## src/rtl/light_sequencer.sv

```systemverilog
// ----------------------------------------------------------------------------
// light_sequencer
//
// Controller for the white/RGB light selector. It produces the select line
// and the 24-bit colour word for the selector. Two push buttons drive a
// three-mode FSM:
//   WHITE  : the selector shows white; colour and divider are frozen.
//   MANUAL : the colour steps once per step-button press.
//   AUTO   : the colour steps every TICK_DIV clocks.
//
// Both buttons are already debounced upstream. Each button produces one
// rising edge per press, however long the button is held.
//
// Parameters
//   TICK_DIV  clocks per colour step in AUTO (legal range >= 2)
//
// Ports
//   clk       in   1   system clock, rising edge
//   rst       in   1   asynchronous, active-high reset
//   mode_btn  in   1   mode button level; a rising edge advances the mode
//   step_btn  in   1   step button level; a rising edge advances the colour
//                      (MANUAL only)
//   sel       out  1   0 = white, 1 = rgb
//   rgb       out  24  {R[7:0],G[7:0],B[7:0]}; each channel is fully on or off
//   colour    out  3   current colour index, always in 1..6
//   state     out  2   00 WHITE, 01 MANUAL, 10 AUTO
// ----------------------------------------------------------------------------
module light_sequencer #(
  parameter int TICK_DIV = 4
) (
  input  logic        clk,
  input  logic        rst,
  input  logic        mode_btn,
  input  logic        step_btn,
  output logic        sel,
  output logic [23:0] rgb,
  output logic [2:0]  colour,
  output logic [1:0]  state
);

  localparam int CW = (TICK_DIV > 1) ? $clog2(TICK_DIV) : 1;
  localparam logic [CW-1:0] CNT_LAST = CW'(TICK_DIV - 1);

  typedef enum logic [1:0] {
    WHITE  = 2'b00,
    MANUAL = 2'b01,
    AUTO   = 2'b10
  } mode_e;

  mode_e         mode_q;
  logic [CW-1:0] cnt_q;
  logic          mode_btn_q;
  logic          step_btn_q;
  logic          rise_mode;
  logic          rise_step;

  // The colour index runs 1..6. Index 6 wraps to 1, so 0 and 7 never appear.
  function automatic logic [2:0] next_colour(input logic [2:0] c);
    return (c == 3'd6) ? 3'd1 : c + 3'd1;
  endfunction

  // Each bit of the colour index switches one 8-bit channel fully on.
  function automatic logic [23:0] to_rgb(input logic [2:0] c);
    return {{8{c[2]}}, {8{c[1]}}, {8{c[0]}}};
  endfunction

  assign rise_mode = mode_btn & ~mode_btn_q;
  assign rise_step = step_btn & ~step_btn_q;
  assign state     = mode_q;

  // NOTE: state registers use non-blocking assignments. Every branch then
  // reads the values from before this edge, whatever order the code is in.
  always_ff @(posedge clk or posedge rst) begin
    if (rst) begin
      mode_q     <= WHITE;
      sel        <= 1'b0;
      colour     <= 3'd1;
      rgb        <= 24'h0000FF;
      cnt_q      <= '0;
      // History resets high, so a button held through reset release is not
      // taken as a press.
      mode_btn_q <= 1'b1;
      step_btn_q <= 1'b1;
    end else begin
      mode_btn_q <= mode_btn;
      step_btn_q <= step_btn;

      if (rise_mode) begin
        // A mode change has priority over a step press and over the AUTO
        // terminal count on the same edge. Clearing the divider here means
        // the first AUTO step comes a full period after entry.
        cnt_q <= '0;
        unique case (mode_q)
          WHITE: begin
            mode_q <= MANUAL;
            sel    <= 1'b1;
          end
          MANUAL: begin
            mode_q <= AUTO;
            sel    <= 1'b1;
          end
          default: begin
            mode_q <= WHITE;
            sel    <= 1'b0;
          end
        endcase
      end else begin
        unique case (mode_q)
          MANUAL: begin
            if (rise_step) begin
              colour <= next_colour(colour);
              rgb    <= to_rgb(next_colour(colour));
            end
          end
          AUTO: begin
            if (cnt_q == CNT_LAST) begin
              cnt_q  <= '0;
              colour <= next_colour(colour);
              rgb    <= to_rgb(next_colour(colour));
            end else begin
              cnt_q <= cnt_q + CW'(1);
            end
          end
          default: begin
            // WHITE holds colour and divider.
          end
        endcase
      end
    end
  end

endmodule

```

## config.mk

```make
export PLATFORM = sky130hd
export DESIGN_NAME = light_sequencer
export DESIGN_NICKNAME = d
export VERILOG_FILES = /design/src/rtl/light_sequencer.sv
export SDC_FILE = /design/constraint.sdc
export NUM_CORES = 1
export LEC_CHECK = 0
export ABC_AREA = 1
export BUFFER_PORTS_ARGS = -buffer_cell sky130_fd_sc_hd__buf_4
export CAP_MARGIN = 20
export CORE_MARGIN = 8
export CORE_UTILIZATION = 40
export DETAILED_ROUTE_END_ITERATION = 10
export PLACE_DENSITY = 0.68
export SYNTH_ARGS = -nofsm -noshare
export SYNTH_HDL_FRONTEND = slang
export SYNTH_SLANG_ARGS = --single-unit
```

## constraint.sdc

```tcl
create_clock -name clk -period 1.6 [get_ports clk]
set_clock_uncertainty 0.05 [all_clocks]
set_input_delay 0.16 -clock clk [delete_from_list [all_inputs] [get_ports clk]]
set_output_delay 0.16 -clock clk [all_outputs]
set_load 0.01 [all_outputs]
```

==> summary.md <==
| Metric | Value |
|---|---|
| Cell leakage power | 0.491 nW |
| Setup WS pre-CTS | about 0.3 ns |
| CP peak stage delay | 0.40 ns |
| Post-synth top area share | 25.8% |
| Max stage delay cell, worst path | dfrtp_1 |
| Vias | 546 |
| Worst setup path end | rgb[15]$_DFFE_PP0P_ |
| Slew HR | 74.3% |
| Antenna-violating nets left | 0 |
| Sw Share | a little over two fifths |
| Min-Delay Path Class | primary input to async pin |
| Initial Util | 41.4% |
| Final Cycle Share | between 80% and 90% |
| Worst path arrival time | ~1.5 ns |
| GR Util met1 | 9.36% |
| Unrepaired setup endpoints after global routing | no |
| Most used routing layer in global routing | met2 |
| CP startpoint | state[1]$_DFFE_PP0N_ |
| Worst reg2reg startpoint | state[1]$_DFFE_PP0N_ |
| Synth Register Bits | 10 |
| Crit path required time | 1.71 ns |
| Antenna diode count | 0 |
| Max H-tree Level | 1 |
| TritonCTS Buffers | 3 |
| Wire per inst | 12.1 um |
| Cell internal pwr | 1.01 mW |
| Share of cells above drive strength 1 | a little under half |
| Peak VDD IR | 834 uV |
| Worst-path cell chain | inv_1 > ha_1 > inv_1 > a21oi_1 > nand3_2 > nand2_1 > nand2_1 |
| Final WL | 1440 um |
| WP depth | 7 |
| Synth Cell Area | 699 um^2 |
| Comb power frac | roughly three fifths |
| Net Count, Synth | 94 |
| Fin area | 855 um^2 |
| First-pass GRT wire length | 2440 um |
| Post-DP HPWL | 1130 um |
| Crit path time final | 1.36 ns |
| Buffers & Inverters on Critical Path | 2 |
| First-pass DRT Iterations | 4 |
| TritonCTS clock tree | yes |
| Worst Setup End Kind | register |
| Initial DRC Count | 7 |
| Largest cells by area after synthesis | buf_4 (26%), dfrtp_1 (25%), dfstp_2 (11%), nand2_1 (11%), ha_1 (7.2%) |
| Worst R2R Path Depth | 7 |
| Yosys warnings | 0 |
| # DRC | 0 |
| Crit path max fanout | 3 |
| Peak Freq | between 700 and 800 MHz |
| Async SR Flop Fraction | 100% |
| GP Congestion | around 0.70 |
| Layout Nets | 111 |
| CTS Buffer Depth | 2 |
| Met2 Use GR | between 10 and 15% |
| Flop-to-flop setup slack | 0.24 ns |
| Syn_area_per_cell | 8.13 um^2 |
| Vias in the first global route | approximately 550 |
| Core area | 0.00169 mm^2 |
| Vias per cell | around 4.6 |
| TNS Setup | 0 ns |
| Die area | 0.00334 mm^2 |
| CTS root buffer | clkbuf_4 |
| Syn-to-layout area delta | 22.2% |
| Setup violations, final | 0 |
| Die width | 57.8 um |
| Max Cap Viol | 0 |
| Clock sink total | 10 |
| Top-Level Pins | 34 |
| Antenna violations before repair | 0 |
| Clk slew on worst S/H paths | 0.07 ns |
| Final Hold Viols | 0 |
| Top FF cell, synth | dfrtp_1 |
| Setup bufs post-CTS | 0 |
| Largest net degree at the start of global routing | 15 |
| Placed cell area | 788 um^2 |
| Grt total ovfl | 0 |
| Die span in y | 57.8 um |
| IO buf count | 33 |
| Tot GR Track Use | 8.94% |
| Area leader, netlist | buf_4 |
| Status | completed |
| EDFF count, synth | 0 |
| Final worst setup slack | 0.238 ns |
| Critical Path Start Type | register |
| Synth Instances | 86 |
| CP top delay family | flip-flops |
| Sw power | 735 uW |
| Max-slew violation count | 0 |
| Critical path type | register to register |
| Power density over cell area | 2040 mW/mm^2 |
| M3 GR Usage | 4.19% |
| Least-Margin Pin Slew | 0.386 ns |
| Post-synthesis cell type count | 15 |
| Seq pwr share | 28.2% |
| Post-synthesis sequential area ratio | 36.3% |
| Num rows | 15 |
| Clock Latency Late Sink | between 0.2 and 0.3 ns |
| Clock share of power | 13.3% |
| Capturing point of the worst reg2reg path | rgb[15]$_DFFE_PP0P_ |
==> Yosys cell counts (2+ instances only) <==
cell,n
buf_4,24
nand2_1,20
inv_1,11
dfrtp_1,7
nand3_1,5
ha_1,4
a21oi_1,3
dfstp_2,3
inv_2,2
o21ai_0,2
==> power by group through the flow <==
stage	Combinational [mW]	Clock, mW	Sequential [mW]
2_1_floorplan	0.788	0	0.500
3_3_place_gp	1.01	0	0.486
3_5_place_dp	1.02	0	0.495
4_1_cts	1.04	0.237	0.493
5_1_grt	1.13	0.249	0.514
6_report	1.02	0.231	0.491
==> cell families (layout without fill, tap and decap cells) <==
logic type,count (synthesis),count (layout),share of synthesized area (%)
AOI/OAI and AO/OA,6,6,4.65
adders and majority gates,4,4,7.16
buffers and inverters,37,53,32.7
DFF,10,10,36.3
and+or+nand+nor,29,29,19.1
==> through the flow <==
step / hold WS [ns] / utilization, % / cells / total power [mW]
global placement: 0.112 / 46.7 / 112 / 1.50
floorplan: -0.0520 / - / 86 / 1.29
CTS: 0.378 / 50.6 / 119 / 1.77
detailed placement: 0.117 / 46.7 / 112 / 1.52
global route: 0.425 / 50.6 / 119 / 1.89
finish: 0.368 / 50.6 / 119 / 1.74
==> cell usage in the layout, fill, tap and decap left out <==
master         synthesis  routed
inv_1                 11      11
nand2_2                1       1
nor2_2                 1       1
nand3_2                1       1
ha_1                   4       4
dfstp_2                3       3
clkbuf_4               0       3
buf_4                 24      33
o21ai_0                2       2
o21a_1                 1       1
a21oi_1                3       3
inv_2                  2       2
clkbuf_8               0       1
nor2_4                 1       1
nand2_1               20      20
dlygate4sd3_1          0       3
dfrtp_1                7       7
nand3_1                5       5
==> flip-flops by register name (all words and copies together), names as in the netlist <==
signal	cells
rgb	3
cnt_q	2
state	2
mode_btn_q	1
sel	1
step_btn_q	1
==> tightest hold or removal path: cells and delay by family <==
family	cells	cell delay [ns]
buffers and inverters	3	0.95
==> layer usage <==
metal / part of all wire [%] / wire length [um] / vias to the layer above
met2: 44 / 632 / 28
met1: 40 / 579 / 245
met4: 2.2 / 32 / 0
li1: - / - / 268
met5: 0 / 0 / -
met3: 14 / 197 / 5
==> worst min-delay path by stage <==
stage,from,end,slack [ns],cells after the start
4_1_cts,rst,cnt_q[0]$_DFFE_PP0P_,0.38,3
5_1_grt,rst,cnt_q[0]$_DFFE_PP0P_,0.42,3
6_report,rst,cnt_q[0]$_DFFE_PP0P_,0.37,3
3_3_place_gp,rst,cnt_q[0]$_DFFE_PP0P_,0.11,2
3_5_place_dp,rst,cnt_q[0]$_DFFE_PP0P_,0.12,2
2_1_floorplan,rst,cnt_q[0]$_DFFE_PP0P_,-0.05,1
==> area by class of cell <==
cell class              instances  area (um^2)
clock buffers                   4         36.3
multi-input cells              39          216
fillers                       179          835
repair buffers                 36          278
well taps                      17         21.3
flip-flops and latches         10          254
inverters                      13         48.8
==> timing repair <==
item / CTS / global route
resized for setup: 0 / 0
endpoints found under the hold margin: 9 / 0
hold buffers: 3 / 0
(Power assumes the default switching activity.)
